File: src/rtl/axi_full_mst_burst.sv
// Single-outstanding AXI4 INCR burst initiator: one read (AR/R) or write (AW/W/B) burst per command.
// Optional macro AXI_MST_4K_CHK_EN rejects commands whose burst would cross a 4 KB boundary.
module axi_full_mst_burst #(
    parameter int DW  = 128,
    parameter int AW  = 32,
    parameter int IDW = 4,
    parameter int ID  = 0
) (
    input  logic              CLK,
    input  logic              RSTn,
    input  logic              CMD_VALID,
    output logic              CMD_READY,
    input  logic              CMD_WR,
    input  logic [AW-1:0]     CMD_ADDR,
    input  logic [7:0]        CMD_LEN,
    input  logic              WD_VALID,
    output logic              WD_READY,
    input  logic [DW-1:0]     WD_DATA,
    input  logic [DW/8-1:0]   WD_STRB,
    output logic              RD_VALID,
    input  logic              RD_READY,
    output logic [DW-1:0]     RD_DATA,
    output logic              RD_LAST,
    output logic              DONE,
    output logic              DONE_ERR,
    output logic [IDW-1:0]    MEM_AWID,
    output logic [AW-1:0]     MEM_AWADDR,
    output logic [7:0]        MEM_AWLEN,
    output logic [2:0]        MEM_AWSIZE,
    output logic [1:0]        MEM_AWBURST,
    output logic              MEM_AWVALID,
    input  logic              MEM_AWREADY,
    output logic [DW-1:0]     MEM_WDATA,
    output logic [DW/8-1:0]   MEM_WSTRB,
    output logic              MEM_WLAST,
    output logic              MEM_WVALID,
    input  logic              MEM_WREADY,
    input  logic [IDW-1:0]    MEM_BID,
    input  logic [1:0]        MEM_BRESP,
    input  logic              MEM_BVALID,
    output logic              MEM_BREADY,
    output logic [IDW-1:0]    MEM_ARID,
    output logic [AW-1:0]     MEM_ARADDR,
    output logic [7:0]        MEM_ARLEN,
    output logic [2:0]        MEM_ARSIZE,
    output logic [1:0]        MEM_ARBURST,
    output logic              MEM_ARVALID,
    input  logic              MEM_ARREADY,
    input  logic [IDW-1:0]    MEM_RID,
    input  logic [DW-1:0]     MEM_RDATA,
    input  logic [1:0]        MEM_RRESP,
    input  logic              MEM_RLAST,
    input  logic              MEM_RVALID,
    output logic              MEM_RREADY,
    output logic [2:0]        state_dbg
);
    // Handshakes: a transfer happens on a rising edge where VALID && READY; VALID never
    // depends on READY, and a raised VALID holds with stable payload until that edge.

    typedef enum logic [2:0] {S_IDLE, S_AR, S_R, S_AW, S_W, S_B, S_FIN} state_t;

    localparam logic [2:0] AXSIZE = 3'($clog2(DW/8));

    state_t        state_q, state_d;
    logic [AW-1:0] addr_q;
    logic [7:0]    len_q;
    logic [7:0]    beat_q;
    logic          err_q;
    logic          last_beat;
    logic          unused_ids;

    assign last_beat  = (beat_q == len_q);
    assign unused_ids = ^{MEM_BID, MEM_RID};
    assign state_dbg  = state_q;

`ifdef AXI_MST_4K_CHK_EN
    logic [31:0] burst_end;
    logic        cross_4k;
    assign burst_end = 32'(CMD_ADDR[11:0]) + (32'(CMD_LEN) + 32'd1) * 32'(DW/8);
    assign cross_4k  = (burst_end > 32'd4096);
`endif

    assign MEM_AWID    = IDW'(ID);
    assign MEM_AWADDR  = addr_q;
    assign MEM_AWLEN   = len_q;
    assign MEM_AWSIZE  = AXSIZE;
    assign MEM_AWBURST = 2'b01;
    assign MEM_ARID    = IDW'(ID);
    assign MEM_ARADDR  = addr_q;
    assign MEM_ARLEN   = len_q;
    assign MEM_ARSIZE  = AXSIZE;
    assign MEM_ARBURST = 2'b01;
    assign MEM_WDATA   = WD_DATA;
    assign MEM_WSTRB   = WD_STRB;
    assign RD_DATA     = MEM_RDATA;

    always_ff @(posedge CLK or negedge RSTn) begin
        if (!RSTn) begin
            state_q <= S_IDLE;
            addr_q  <= '0;
            len_q   <= '0;
            beat_q  <= '0;
            err_q   <= 1'b0;
        end else begin
            state_q <= state_d;
            case (state_q)
                S_IDLE: if (CMD_VALID) begin
                    addr_q <= CMD_ADDR;
                    len_q  <= CMD_LEN;
                    beat_q <= '0;
`ifdef AXI_MST_4K_CHK_EN
                    err_q  <= cross_4k;
`endif
                end
                // Sticky error on bad RRESP or on RLAST disagreeing with the beat count.
                S_R: if (MEM_RVALID && RD_READY) begin
                    beat_q <= beat_q + 8'd1;
                    if ((MEM_RRESP != 2'b00) || (MEM_RLAST != last_beat))
                        err_q <= 1'b1;
                end
                S_W: if (WD_VALID && MEM_WREADY) beat_q <= beat_q + 8'd1;
                S_B: if (MEM_BVALID && (MEM_BRESP != 2'b00)) err_q <= 1'b1;
                S_FIN: err_q <= 1'b0;
                default: ;
            endcase
        end
    end

    always_comb begin
        state_d     = state_q;
        CMD_READY   = 1'b0;
        MEM_ARVALID = 1'b0;
        MEM_AWVALID = 1'b0;
        MEM_RREADY  = 1'b0;
        RD_VALID    = 1'b0;
        RD_LAST     = 1'b0;
        MEM_WVALID  = 1'b0;
        WD_READY    = 1'b0;
        MEM_WLAST   = 1'b0;
        MEM_BREADY  = 1'b0;
        DONE        = 1'b0;
        DONE_ERR    = 1'b0;
        case (state_q)
            S_IDLE: begin
                CMD_READY = 1'b1;
                if (CMD_VALID) begin
                    state_d = CMD_WR ? S_AW : S_AR;
`ifdef AXI_MST_4K_CHK_EN
                    if (cross_4k) state_d = S_FIN;
`endif
                end
            end
            S_AR: begin
                MEM_ARVALID = 1'b1;
                if (MEM_ARREADY) state_d = S_R;
            end
            S_R: begin
                MEM_RREADY = RD_READY;
                RD_VALID   = MEM_RVALID;
                RD_LAST    = MEM_RLAST;
                if (MEM_RVALID && RD_READY && MEM_RLAST) state_d = S_FIN;
            end
            S_AW: begin
                MEM_AWVALID = 1'b1;
                if (MEM_AWREADY) state_d = S_W;
            end
            S_W: begin
                MEM_WVALID = WD_VALID;
                WD_READY   = MEM_WREADY;
                MEM_WLAST  = last_beat;
                if (WD_VALID && MEM_WREADY && last_beat) state_d = S_B;
            end
            S_B: begin
                MEM_BREADY = 1'b1;
                if (MEM_BVALID) state_d = S_FIN;
            end
            S_FIN: begin
                DONE     = 1'b1;
                DONE_ERR = err_q;
                state_d  = S_IDLE;
            end
            default: state_d = S_IDLE;
        endcase
    end

endmodule

File: config.mk
export PLATFORM = sky130hd
export DESIGN_NAME = axi_full_mst_burst
export DESIGN_NICKNAME = d
export VERILOG_FILES = /design/src/rtl/axi_full_mst_burst.sv
export SDC_FILE = /design/constraint.sdc
export NUM_CORES = 1
export LEC_CHECK = 0
export CORE_AREA = 3 3 280 282
export DETAILED_ROUTE_END_ITERATION = 16
export DIE_AREA = 0 0 283 285
export SYNTH_ARGS = -nofsm -noshare
export SYNTH_HDL_FRONTEND = slang
export SYNTH_SLANG_ARGS = --single-unit
File: constraint.sdc
create_clock -name CLK -period 2 [get_ports CLK]
set_input_delay 0.4 -clock CLK [delete_from_list [all_inputs] [get_ports CLK]]
set_output_delay 0.4 -clock CLK [all_outputs]
set_load 0.01 [all_outputs]
Word-level counts from Yosys, hierarchy flattened
Cells that the tools add are included.
W data, S select, Z words.
{"block": "totals", "out_inout_bits": 385, "ff_bits": 52, "word_cells": 67}
{"block": "op_classes", "n_reduce_logical": 15, "eq_ne": 18, "add_sub_neg": 1, "n_mux": 28}
{"cell": "$mux W8", "n": 3}
{"cell": "$pmux W8 S3", "n": 1}
{"cell": "$ne A2 B2 Y1 const B", "n": 10}
{"cell": "$mux W3", "n": 6}
{"cell": "$pmux W3 S6", "n": 1}
{"cell": "$mux W1", "n": 15}
{"cell": "$eq A3 B3 Y1 const B", "n": 3}
{"cell": "$add A8 B1 Y8 const B", "n": 1}
{"cell": "$eq A8 B8 Y1", "n": 1}
{"cell": "$reduce_and A4 Y1", "n": 2}
{"cell": "$eq A3 B2 Y1 const B", "n": 2}
{"cell": "$reduce_and A6 Y1", "n": 1}
{"cell": "$reduce_bool A3 Y1", "n": 2}
{"cell": "$logic_and A1 B1 Y1", "n": 5}
{"cell": "$reduce_bool A2 Y1", "n": 2}
{"cell": "$eq A3 B1 Y1 const B", "n": 1}
{"cell": "$logic_not A3 Y1", "n": 1}
{"cell": "$pmux W1 S3", "n": 1}
{"cell": "$mux W2", "n": 1}
{"cell": "$reduce_and A2 Y1", "n": 1}
{"cell": "$logic_or A1 B1 Y1", "n": 1}
{"cell": "$ne A1 B1 Y1", "n": 1}

Depth between registers and ports, before layout
{"block": "depth", "depth_word": 6, "mapped_depth": 7}

Worst setup path before layout
Ideal clock, no wire load.
{"block": "synth_path", "kind": "reg2out", "start": "register beat_q[2]", "end": "output MEM_WLAST", "arrival_ns": 1.319, "path_slack_ns": 0.281, "required_ns": 1.600, "path_stages_with_launch": 4, "cell_sequence": "dfrtp_1 xor2_1 nor4_1 and4_1"}
{"block": "synth_between", "elab_chain_len": 2}
{"item": "start: declaration", "line_no": "67", "rtl": "logic [7:0] beat_q;"}
{"item": "start signal: assignment", "line_no": "117", "rtl": "beat_q <= beat_q + 8'd1;"}
{"item": "start signal: assignment", "line_no": "121", "rtl": "S_W: if (WD_VALID && MEM_WREADY) beat_q <= beat_q + 8'd1;"}
{"item": "$eq A8 B8 Y1", "line_no": "72", "rtl": "assign last_beat = (beat_q == len_q);"}
{"item": "$mux W1", "line_no": "143", "rtl": "case (state_q)"}
{"item": "end: declaration", "line_no": "35", "rtl": "output logic MEM_WLAST,"}
Every way passes these cells.

Worst setup path after layout
{"block": "layout_path", "start": "register len_q[2] (netlist: MEM_ARLEN[2])", "end": "output MEM_WLAST"}
{"block": "layout_between", "elab_chain_len": 2}
{"item": "start: declaration", "line_no": "66", "rtl": "logic [7:0] len_q;"}
{"item": "start signal: assignment", "line_no": "101", "rtl": "len_q <= '0;"}
{"item": "start signal: assignment", "line_no": "109", "rtl": "len_q <= CMD_LEN;"}
{"item": "$eq A8 B8 Y1", "line_no": "72"}
{"item": "$mux W1", "line_no": "143"}
Every way passes these cells.

==> metrics <==
Setup CP Type flip-flop to output pin; average footprint of a synthesized cell 8.082 um^2; RR Startpoint state_dbg[2]; total grt overflow 0; fraction of post-synthesis cell area in the top cell type by area 50.08%; Synth cell types 41; CTS buffer count 5; dominant combinational cell family by area after synthesis buffers and inverters; vias in the first global route 3429; xor/xnor share of the synthesized area 1.412%; latest clock arrival within the worst-skew pair 0.33 ns; Mapped Area 4962 um^2; final number of hold-violating endpoints 0; count of routing violations after the opening detailed-route iteration 139; CP max stage cell dfrtp_1; minimum setup slack after placement -0.2887 ns; clock tree root driver cell clkbuf_16; placed cell count 1508; worst min path class input port to asynchronous set/reset pin; final net count 828; overall die area 80660 um^2; Placer Congestion 0.8034; Ys Warns 0; required time worst endpoint 1.60 ns; final slew viol count 0; number of iterations in the first detailed-routing pass 4; die span in y 285 um; final sum of negative setup slack -0.1270 ns; global-route wire length before repair 38020 um; Async SR Flop Fraction 100.0%; area of the core 75950 um^2; #FFs+latches synth 52; detailed placer's ending HPWL 26470 um; count of maximum capacitance violations 0; maximum single-stage delay on the critical path 0.44 ns; leading area contributor after synthesis buf_4; filler-free cell count of the finished design 1524; post-layout instance area 5893 um^2; status finished with violations; unrepaired setup endpoints after global routing yes; die extent in x 283 um; Post-DP Area 5628 um^2; power density over the cells 1312 nW/um^2; Crit. End Element output pin; maximum level of the CTS H-tree 2; cell class contributing the biggest share of worst-path delay simple AND/OR/NAND/NOR gates; cell chain of the critical path xor2_2 > nor4_4 > buf_4 > and4_1 > buf_2; synth-to-layout area growth 18.76%; Clock Tree Buf Depth 2; remaining antenna violation count after routing 0; initial standard-cell utilization of the core 6.534%; number of sinks handled by clock tree synthesis 52; adder-cell share of the synthesized area 0.2521%; CTS tree done; highest net fanout along the worst path 2; io pins 721; initial antenna violation count 3; worst-case register-to-register setup slack 0.09 ns; portion of the post-synthesis area used by sequential elements 26.22%; commonest register cell after synthesis dfrtp_1; num rows 101; critical path data arrival time 1.73 ns; Post-synth top cells buf_4 (331), nand2_1 (126), dfrtp_1 (52); final setup fails 1; worst hold-check slack 0.07224 ns; final setup margin -0.1270 ns; global-route total usage across every layer 7.322%; multiplexer fraction of the synthesized cell area 0.2017%; endpoint of the most critical register-to-register path MEM_ARLEN[2]; Post-synth EDFFs 0; clock-pin slew on the worst setup and hold paths 0.09 ns; utilization of the core after routing 7.759%; maximum vdd ir drop 0.0004965 V; layout cell share with drive strength beyond 1 16.87%; routed wirelength normalized by instance count 20.01 um; nature of the critical path startpoint flip-flop; Leak Pwr 2.317 nW; vias 3316; Hold Buf Count CTS 0; count leader, synth buf_4; via density per instance 2.176; total wirelength of the detailed-routed design 30500 um; DRC violations left 0; synthesized-area fraction occupied by ao, oa, aoi and oai cells 3.908%; clock tree skew after final layout 0.006973 ns; violated checks setup timing; Final Power 7.730 mW; top cells by area in the synthesized netlist buf_4 (50%), dfrtp_1 (26%), nand2_1 (9.5%); Tcrit/Tclk final 106.4%; FMAX 0.4701 GHz; Reg2Reg Depth 9; Post-Synthesis Cells 614; Tmin final 2.127 ns; quantity of I/O buffers inserted on ports 150; Post-Synth Simple-Gate Area 15.96%; pin count of the biggest net entering global routing 53; count of buffer and inverter cells on the critical path 2
## logic make-up (layout without fill, tap and decap cells)
logic type	count (synthesis)	in the layout
adders and majority gates	1	1
muxes	1	1
DFF	52	52
other	2	20
AOI/OAI and AO/OA	28	28
and+or+nand+nor	173	173
xor gates and xnor gates	8	8
buffers and inverters	349	211
## per-layer routing
layer  GRT usage [%]  wire length, um  vias to the layer above
met5          0.7738               92                        -
met4           3.119             1304                        2
met3           9.169             8106                       96
met2           11.06            13250                      496
met1           5.340             7752                     1382
li1                -                -                     1340
## placed cells by master (no fill, tap or decap), drive strengths merged, types with 2 or more instances in the layout
master,instances
xor2,8
clkdlybuf4s50,133
dfrtp,52
nor4,4
buf,53
a21oi,7
conb,18
nor3,2
nand4,2
and4,2
inv,6
and2,2
nand2,126
or4,5
diode,2
nand3,5
nor2,6
dlygate4sd2,8
nand2b,4
and3,8
clkbuf,6
o21ai,4
clkdlybuf4s15,2
o31ai,9
dlymetal6s2s,3
## how the worst max path moves through the flow
stage / startpoint / to / slack, ns / cells after the start
floorplan: beat_q[2] / MEM_WLAST / 0.28 / 3
global placement: MEM_ARLEN[1] / MEM_WLAST / -0.28 / 5
finish: MEM_ARLEN[2] / MEM_WLAST / -0.13 / 5
global route: MEM_ARLEN[2] / MEM_WLAST / -0.27 / 5
CTS: MEM_ARLEN[4] / MEM_WLAST / -0.22 / 5
detailed placement: MEM_ARLEN[1] / MEM_WLAST / -0.29 / 5
## power by group
part	switching (mW)	internal, mW
clock	0.581	0.489
combinational	2.22	2.48
sequential	0.451	1.51
## final cells by class
type | instances | area, um^2
Clock buffer | 5 | 125.1
Inverter | 3 | 11.26
Clock inverter | 3 | 28.78
Tap cell | 1030 | 1289
Sequential cell | 52 | 1308
Fill cell | 8891 | 70060
Multi-Input combinational cell | 229 | 1214
Antenna cell | 2 | 5.005
Timing Repair Buffer | 200 | 1913
## flip-flops by register name, indices dropped and copies added, names as in the netlist
name and count:
MEM_ARADDR 32, MEM_ARLEN 8, beat_q 8, err_q 1, state_dbg 3
## repair_timing
action | in CTS | in global routing
setup buffers | 4 | 2
setup endpoints to repair | 14 | 6
resized for setup | 31 | 14
pin swaps | 1 | 1
hold endpoints to repair | 0 | 0
No activity file was read; power rests on OpenSTA's default activity.
